## src/rtl/pipeline_ctrl.sv

```systemverilog
// Central pipeline control: merges per-stage stall requests into a prefix pause
// vector and sequences exception flush/redirect, memory drain and IDLE waiting.
package pipeline_ctrl_pkg;
    localparam int unsigned CTRL_STAGES = 8;

    typedef struct packed {
        logic [CTRL_STAGES-1:0] pause;
        logic                   exception_flush;
    } ctrl_t;
endpackage

module pipeline_ctrl
    import pipeline_ctrl_pkg::*;
#(
    parameter int unsigned PC_WIDTH   = 32,
    parameter int unsigned NUM_STAGES = CTRL_STAGES
) (
    input  logic                  clk,
    input  logic                  rst,
    input  logic [NUM_STAGES-1:0] pause_request,
    input  logic                  exception_valid,
    input  logic [PC_WIDTH-1:0]   exception_pc,
    input  logic                  idle_valid,
    input  logic                  interrupt_pending,
    input  logic                  mem_busy,
    output ctrl_t                 ctrl,
    output logic                  redirect_valid,
    output logic [PC_WIDTH-1:0]   redirect_pc,
    output logic [31:0]           stall_cycles
);

    typedef enum logic [1:0] {
        S_RUN,
        S_FLUSH,
        S_DRAIN,
        S_IDLE
    } state_t;

    // IDLE freezes everything up to and including stage 5.
    localparam logic [NUM_STAGES-1:0] IDLE_MASK = {{(NUM_STAGES-6){1'b0}}, 6'h3F};

    state_t                r_state;
    logic                  r_flush;
    logic [PC_WIDTH-1:0]   r_redirect_pc;
    logic [31:0]           r_stall_cycles;
    logic [NUM_STAGES-1:0] w_pause;
    logic                  w_any;

    // A stalled stage must also hold every stage upstream of it.
    always_comb begin
        w_any   = 1'b0;
        w_pause = '0;
        for (int unsigned i = NUM_STAGES; i > 0; i--) begin
            w_any        = w_any | pause_request[i-1];
            w_pause[i-1] = w_any;
        end
        case (r_state)
            S_IDLE:  w_pause    = w_pause | IDLE_MASK;
            S_DRAIN: w_pause[0] = 1'b1;
            S_FLUSH: w_pause    = '0;
            default: ;
        endcase
    end

    always_ff @(posedge clk or posedge rst) begin
        if (rst) begin
            r_state       <= S_RUN;
            r_flush       <= 1'b0;
            r_redirect_pc <= '0;
        end else begin
            r_flush <= 1'b0;
            case (r_state)
                S_RUN: begin
                    if (exception_valid) begin
                        r_state       <= S_FLUSH;
                        r_flush       <= 1'b1;
                        r_redirect_pc <= exception_pc;
                    end else if (idle_valid) begin
                        r_state <= S_IDLE;
                    end
                end
                S_FLUSH: r_state <= mem_busy ? S_DRAIN : S_RUN;
                S_DRAIN: begin
                    if (!mem_busy) r_state <= S_RUN;
                end
                S_IDLE: begin
                    if (exception_valid) begin
                        r_state       <= S_FLUSH;
                        r_flush       <= 1'b1;
                        r_redirect_pc <= exception_pc;
                    end else if (interrupt_pending) begin
                        r_state <= S_RUN;
                    end
                end
                default: r_state <= S_RUN;
            endcase
        end
    end

    always_ff @(posedge clk or posedge rst) begin
        if (rst) begin
            r_stall_cycles <= '0;
        end else if (w_pause[0] && (r_stall_cycles != '1)) begin
            r_stall_cycles <= r_stall_cycles + 32'd1;
        end
    end

    assign ctrl.pause           = w_pause;
    assign ctrl.exception_flush = r_flush;
    assign redirect_valid       = r_flush;
    assign redirect_pc          = r_redirect_pc;
    assign stall_cycles         = r_stall_cycles;

endmodule

```

## config.mk

```make
export PLATFORM = sky130hd
export DESIGN_NAME = pipeline_ctrl
export DESIGN_NICKNAME = d
export VERILOG_FILES = /design/src/rtl/pipeline_ctrl.sv
export SDC_FILE = /design/constraint.sdc
export NUM_CORES = 1
export LEC_CHECK = 0
export CORE_AREA = 2 2 97 80
export DETAILED_ROUTE_END_ITERATION = 12
export DIE_AREA = 0 0 99 82
export PLACE_DENSITY = 0.8
export SETUP_SLACK_MARGIN = 0.5
export SYNTH_ARGS = -nofsm -noshare
export SYNTH_HDL_FRONTEND = slang
export SYNTH_SLANG_ARGS = --single-unit
export TNS_END_PERCENT = 20
```

## constraint.sdc

```tcl
create_clock -name clk -period 2.95 [get_ports clk]
set_input_delay 0.885 -clock clk [delete_from_list [all_inputs] [get_ports clk]]
set_output_delay 0.885 -clock clk [all_outputs]
set_load 0.03 [all_outputs]
```

==> Flow_metrics.wiki, run 1 <==
{| class="wikitable"
! Metric !! Value
|-
| Routed vias/inst || slightly above 5
|-
| Maximum buffer depth of the clock tree || 2
|-
| CTS root buffer || sky130_fd_sc_hd__clkbuf_8
|-
| Depth of the worst register-to-register path || 5
|-
| Final Skew || between 0.005 and 0.006 ns
|-
| Data arrival time of the worst path || 1.86 ns
|-
| Fin. max-slew vios || 0
|-
| Highest clock frequency the design can meet || roughly 360 MHz
|-
| Effective utilization at floorplan || 43.0%
|-
| Number of I/O pins || 120
|-
| Cell Chain, Critical Path || buf_6 > nor4_4 > buf_4 > nand2_2 > nor3_2 > nor2_1 > buf_4
|-
| Number of detailed-route iterations in the first pass || 4
|-
| Combined buffer and inverter count along the critical path || 3
|-
| CTS tree || built
|-
| Final routed wire length divided by cell count || 15.6 µm
|-
| Leak || between 2 and 2.5 nW
|-
| Warnings, synthesis || 0
|-
| Switching power || 1.90 mW
|-
| Type of origin of the critical path || primary input
|-
| Area of the multi-input gates || about 1400 µm²
|-
| Grt ovf || 0
|-
| Setup repair after global routing missed its margin || yes
|-
| Biggest fanout along the worst timing path || 2
|-
| Mapped Nets || about 320
|-
| Clock latency of the later-clocked register in the worst-skew pair || 0.33 ns
|-
| Largest cells by area after synthesis || sky130_fd_sc_hd__dfrtp_1 (54%), sky130_fd_sc_hd__mux2_2 (12%), sky130_fd_sc_hd__xor2_1 (7.1%)
|-
| Number of nets in the final layout || 456
|-
| Worst Tran Pin Value || 0.516 ns
|-
| Clock slew at reported path FFs || about 0.070 ns
|-
| Non-filler instance count after layout || 499
|-
| Input/output buffers || between 100 and 150
|-
| Power Dens Cells || 985 nW/µm²
|-
| Gp weighted congestion || 0.771
|-
| TritonCTS buffer count || 9
|-
| Combinational cell fraction of total power || 52.7%
|-
| Total number of H-tree levels || 3
|-
| Worst supply voltage drop on vdd || 603 µV
|-
| Avg Synthesized Cell Area || 11.6 µm²
|-
| Ant. Diodes || 0
|-
| Dpl hpwl || 5700 µm
|-
| Total vias in the final route || roughly 2.5k
|-
| CP delay by family, top || simple AND/OR/NAND/NOR gates
|-
| Vert. Die Dim || 82 µm
|-
| Global-route wire length before repair || 12,800 µm
|-
| Library cell with the largest summed area after synthesis || sky130_fd_sc_hd__dfrtp_1
|-
| Max_slew headroom || 65.5%
|-
| Seq. cell area || 1680 µm²
|-
| Clk sink count || 67
|-
| Number of DRC violations after detailed routing || 0
|-
| Clock share of power || 16.4%
|-
| Tmin final || between 2 and 3 ns
|-
| Worst hold slack after final layout || roughly 0.50 ns
|-
| Most common cell after layout, fill and taps aside || sky130_fd_sc_hd__clkdlybuf4s50_1
|-
| Layout area overhead || 52.7%
|-
| Portion of the post-synthesis area used by sequential elements || 54.3%
|-
| Max-cap check violation count || 0
|-
| Die Width || 99 µm
|-
| Largest stage delay, worst path || 0.29 ns
|-
| Sequential Power Share || between 30% and 40%
|-
| Number of enable-type register cells in the synthesized netlist || 0
|-
| Count of unique library cells instantiated by Yosys || 35
|-
| FP Rows || 28
|-
| Worst Path Required || ~2.1 ns
|-
| Via count of the first global-routing pass || approximately 2.6k
|-
| Number of cells after detailed placement || 480
|-
| Core Box Area || 7180 µm²
|-
| Worst setup path category || in2out
|-
| Largest net degree at the start of global routing || 47
|-
| Number of buffers inserted by hold repair at cts || 0
|-
| Worst path most repeated cell || sky130_fd_sc_hd__buf_4
|-
| Reg-to-reg setup timing slack || 0.67 ns
|-
| Final critical-path share of the clock period || 92.9%
|-
| Min-Delay Path Class || reg2reg
|-
| Synthesized netlist cell count || 266
|-
| Fill cells || 583
|-
| Drt initial violations || 78
|-
| Total die area || 8120 µm²
|-
| Instance count on the critical path || 7
|-
| Detailed Route WL || approximately 7800 µm
|-
| Remaining antenna violation count after routing || 0
|-
| Commonest register cell after synthesis || sky130_fd_sc_hd__dfrtp_1
|-
| Finished layout cell area || 4710 µm²
|-
| Fraction of layout instances using a drive strength above 1 || approximately 23%
|-
| Total routing resource utilization after global routing || 20.3%
|-
| Portion of synthesized cell area occupied by the leading cell type || 54.3%
|-
| Hold-critical path depth || 1
|-
| Critical path's slowest cell || sky130_fd_sc_hd__nor4_4
|-
| Internal Power || 2.74 mW
|-
| Net switching fraction of the power || 40.9%
|-
| Crit end category || output port
|-
| Status || finished clean
|-
| Top library cells by usage in the layout, fill and taps aside || sky130_fd_sc_hd__clkdlybuf4s50_1 (103), sky130_fd_sc_hd__dfrtp_1 (66), sky130_fd_sc_hd__mux2_2 (33)
|-
| Netlist area before placement || about 3100 µm²
|-
| FF+latch count, synth || 67
|-
| Post-synth ARST share || 100%
|-
| Setup violators final || 0
|-
| Final-report hold violation count || 0
|-
| Antenna violations before repair || 0
|-
| Area after DPL || 4470 µm²
|}
==> area by class of cell <==
cell class | count | area share [%]
clock buffers | 10 | 2.92
clock inverters | 6 | 1.38
inverters | 13 | 1.11
multi-input cells | 180 | 28.8
flip-flops and latches | 67 | 35.6
well taps | 90 | 2.39
repair buffers | 133 | 27.8
==> cell usage after synthesis (2+ instances only) <==
master	n
sky130_fd_sc_hd__a21oi_1	5
sky130_fd_sc_hd__nor3_1	17
sky130_fd_sc_hd__nand2_1	15
sky130_fd_sc_hd__clkbuf_1	4
sky130_fd_sc_hd__nor3b_1	2
sky130_fd_sc_hd__xor2_1	25
sky130_fd_sc_hd__ha_1	6
sky130_fd_sc_hd__or3_1	3
sky130_fd_sc_hd__mux2_2	33
sky130_fd_sc_hd__dfrtp_1	67
sky130_fd_sc_hd__nand3_1	11
sky130_fd_sc_hd__nand4_1	11
sky130_fd_sc_hd__xnor2_1	5
sky130_fd_sc_hd__a31oi_1	2
sky130_fd_sc_hd__inv_1	13
sky130_fd_sc_hd__nor4_1	8
sky130_fd_sc_hd__o21ai_0	2
sky130_fd_sc_hd__nor2_1	20
==> flip-flops by register name, indices dropped and copies added (netlist names) <==
register / count
redirect_pc: 32
stall_cycles: 32
r_state: 2
redirect_valid: 1
==> routing by layer <==
layer	vias up	routed length [µm]	GRT usage (%)	share of wire, %
met3	7	405	6.38	5.2
met4	0	100	6.03	1.3
met1	1238	3450	25.4	44
li1	1209	-	-	-
met2	75	3830	34.2	49
met5	-	0	0	0
==> kinds of logic after synthesis <==
family / synth area share, %
compound gates: 2.92
xor+xnor: 8.51
fa+ha+maj: 2.43
buf+inv: 2.68
flops: 54.3
mux: 12.8
simple gates: 16.3
==> power groups by stage <==
| stage | logic (mW) | clock network, mW | registers, mW |
|---|---|---|---|
| final | 2.45 | 0.761 | 1.43 |
| after global routing | 2.58 | 0.831 | 1.48 |
| after CTS | 2.46 | 0.791 | 1.44 |
| after detailed placement | 2.42 | 0 | 1.46 |
| after global placement | 2.40 | 0 | 1.43 |
| after floorplan | 0.871 | 0 | 1.99 |
==> worst paths after layout <==
path	from	endpoint
hold reg to reg	stall_cycles[31]	stall_cycles[31]
max in group asynchronous	rst	stall_cycles[13]
min in group asynchronous	rst	redirect_pc[20]
setup / recovery	pause_request[4]	ctrl[2]
setup reg to reg	stall_cycles[18]	stall_cycles[1]
hold / removal	stall_cycles[31]	stall_cycles[31]
==> repair_timing <==
item / 4_1_cts / 5_1_grt
endpoints found under the setup margin: 9 / 13
gates resized for setup: 52 / 4
buffers inserted: 2 / 1
cloned: 0 / 0
pin swaps: 8 / 3
==> worst reg2reg max path, cell delays in order, from the launching register on <==
cell	delay (ns)
sky130_fd_sc_hd__dfrtp_1	0.46
sky130_fd_sc_hd__nand4_2	0.20
sky130_fd_sc_hd__or4_4	0.64
sky130_fd_sc_hd__nor3_4	0.46
sky130_fd_sc_hd__nor2_2	0.10
sky130_fd_sc_hd__mux2_4	0.31
==> stage by stage <==
step	setup slack (ns)	utilization [%]	TNS (ns)	power, mW
floorplan	0.302	-	0	2.86
global placement	-0.580	62.2	-2.27	3.83
detailed placement	-0.618	62.2	-2.42	3.88
CTS	0.199	65.6	0	4.68
global route	0.106	65.6	0	4.89
finish	0.209	65.6	0	4.64
No activity file was read; power rests on OpenSTA's default activity.
==> inputs of run 2 (changes only) <==
- CORE_AREA: 2 2 97 80 -> 2 2 99 101
- DIE_AREA: 0 0 99 82 -> 0 0 101 103
- PLACE_DENSITY: 0.8 -> 0.65
- clock period: 2.95 -> 2.71 ns (I/O delays scaled with it)
==> run 2 against run 1 <==
- die area increased by 28%
- worst setup slack worse by 0.092 ns
- combinational power increased by 11%
==> Flow_metrics.wiki, run 2 (synthesis gave the netlist of run 1 again) <==
{| class="wikitable"
! Metric !! Value
|-
| Maximum buffer depth of the clock tree || 2
|-
| Routed vias/inst || around 4.9
|-
| Type of origin of the critical path || primary input
|-
| Effective utilization at floorplan || 32.6%
|-
| Leak || 2.18 nW
|-
| Last element of the critical path || ctrl[2]
|-
| Sequential Power Share || 31.0%
|-
| Number of detailed-route iterations in the first pass || 4
|-
| Clock slew at reported path FFs || 0.08 ns
|-
| Routed wire length on met3 || 743 µm
|-
| Net switching fraction of the power || 41.7%
|-
| Via count of the first global-routing pass || around 2.7k
|-
| First element of the critical path || pause_request[2]
|-
| Min-Delay Path Class || reg2reg
|-
| Ant. Diodes || 0
|-
| Most common cell after layout, fill and taps aside || sky130_fd_sc_hd__clkdlybuf4s50_1
|-
| Core Box Area || 9460 µm²
|-
| Reg-to-reg setup timing slack || approximately 0.25 ns
|-
| Fraction of layout instances using a drive strength above 1 || 27.0%
|-
| Finished layout cell area || 4870 µm²
|-
| Worst setup path category || in2out
|-
| Area after DPL || 4510 µm²
|-
| Fin. max-slew vios || 0
|-
| CTS tree || built
|-
| Remaining antenna violation count after routing || 0
|-
| Total routing resource utilization after global routing || 15.5%
|-
| Setup violators final || 0
|-
| Biggest fanout along the worst timing path || 2
|-
| FP Rows || 36
|-
| Total die area || 10,400 µm²
|-
| Worst hold slack after final layout || roughly 0.50 ns
|-
| Clock latency of the later-clocked register in the worst-skew pair || between 0.3 and 0.4 ns
|-
| Total number of H-tree levels || 3
|-
| Switching power || 2.10 mW
|-
| Power Dens Cells || slightly above 1000 nW/µm²
|-
| Depth of the worst register-to-register path || 16
|-
| Vert. Die Dim || approximately 100 µm
|-
| RR Endpoint || stall_cycles[20]
|-
| Clock share of power || 14.7%
|-
| Clk sink count || 67
|-
| Number of nets in the final layout || 470
|-
| Highest metal layer used by the detailed router || met4
|-
| Top library cells by usage in the layout, fill and taps aside || sky130_fd_sc_hd__clkdlybuf4s50_1 (99), sky130_fd_sc_hd__dfrtp_1 (67), sky130_fd_sc_hd__mux2_2 (33)
|-
| Highest clock frequency the design can meet || ~390 MHz
|-
| Dpl hpwl || between 5000 and 6000 µm
|-
| Routed length on met2 || 3870 µm
|-
| Final-report hold violation count || 0
|-
| Combinational cell fraction of total power || a little over half
|-
| Largest net degree at the start of global routing || 68
|-
| Post-route met1 wirelength || 3140 µm
|-
| Total vias in the final route || 2,609
|-
| Data arrival time of the worst path || 1.78 ns
|-
| Gp weighted congestion || 0.771
|-
| Final critical-path share of the clock period || 95.7%
|-
| Worst Path Required || roughly 1.9 ns
|-
| Internal Power || 2.94 mW
|-
| Max-cap check violation count || 0
|-
| Number of I/O pins || 120
|-
| CTS root buffer || sky130_fd_sc_hd__clkbuf_8
|-
| Input/output buffers || 119
|-
| Crit end category || output port
|-
| Max_slew headroom || 71.0%
|-
| Final Skew || around 0.011 ns
|-
| Tmin final || 2.59 ns
|-
| Grt ovf || 0
|-
| Layout area overhead || 57.8%
|-
| Status || finished clean
|-
| Utilization after layout || 51.5%
|-
| Number of DRC violations after detailed routing || 0
|-
| TritonCTS buffer count || 9
|-
| Detailed Route WL || just under 8000 µm
|-
| Crit Reg-Reg Startpoint || r_state[1]
|-
| Worst supply voltage drop on vdd || about 740 µV
|-
| Global-route wire length before repair || roughly 13,000 µm
|-
| Drt initial violations || 51
|-
| Worst Tran Pin Value || roughly 0.43 ns
|-
| Setup repair after global routing missed its margin || yes
|-
| Antenna violations before repair || 0
|-
| Die Width || about 100 µm
|-
| Final routed wire length divided by cell count || 14.6 µm
|-
| Number of buffers inserted by hold repair at cts || 0
|}
-- run 2: cell count changes in the layout (fill, tap and decap cells not counted), sizes merged --
cell           delta
clkdlybuf4s50     -4
bufinv            -1
buf              +18
clkinvlp          +1
clkinv            -1
dlygate4sd2       +4
clkdlybuf4s15     -4
-- run 2: power groups by stage --
stage / logic [mW] / registers, mW / clock network (mW)
2_1_floorplan: 0.949 / 2.17 / 0
3_3_place_gp: 2.66 / 1.57 / 0
3_5_place_dp: 2.67 / 1.58 / 0
4_1_cts: 2.74 / 1.56 / 0.766
5_1_grt: 2.90 / 1.61 / 0.814
6_report: 2.73 / 1.56 / 0.743
-- run 2: repair_timing --
item / in CTS / in global routing
setup endpoints to repair: 68 / 82
gates resized for setup: 82 / 7
pin swaps: 11 / 5
buffers inserted: 16 / 0
-- run 2: critical path, stage by stage --
cell                      delay [ns]
sky130_fd_sc_hd__buf_6          0.10
sky130_fd_sc_hd__nor4_4         0.28
sky130_fd_sc_hd__buf_4          0.16
sky130_fd_sc_hd__nand2_1        0.06
sky130_fd_sc_hd__nor3_2         0.13
sky130_fd_sc_hd__nor2_1         0.06
sky130_fd_sc_hd__buf_4          0.18
-- run 2: cell type report --
type | instances | area [µm²]
clock buffers | 10 | 138
clock inverters | 5 | 30.0
fillers | 831 | 4590
inverters | 13 | 52.6
multi-input cells | 180 | 1400
flip-flops and latches | 67 | 1680
well taps | 114 | 143
repair buffers | 147 | 1430
-- run 2: worst min-delay path by stage --
| stage | startpoint | endpoint | slack, ns | depth (start not counted) |
|---|---|---|---|---|
| final | stall_cycles[31] | stall_cycles[31] | 0.50 | 1 |
| after global routing | stall_cycles[31] | stall_cycles[31] | 0.53 | 1 |
| after CTS | stall_cycles[17] | stall_cycles[17] | 0.51 | 1 |
| after detailed placement | redirect_pc[15] | redirect_pc[15] | 0.49 | 1 |
| after global placement | stall_cycles[13] | stall_cycles[13] | 0.48 | 1 |
| after floorplan | r_state[0] | r_state[0] | 0.59 | 2 |
-- run 2: layer usage --
metal / global-route usage (%) / up-vias
met1: 17.7 / 1281
met5: 0 / -
li1: - / 1237
met4: 4.68 / 0
met3: 7.46 / 6
met2: 25.8 / 85
-- run 2: stage by stage --
stage	cells	worst slack [ns]	setup TNS, ns	total power, mW
2_1_floorplan	266	0.206	0	3.12
3_3_place_gp	505	-0.684	-2.55	4.22
3_5_place_dp	505	-0.717	-2.71	4.25
4_1_cts	536	0.176	0	5.07
5_1_grt	536	0.0450	0	5.33
6_report	536	0.117	0	5.04
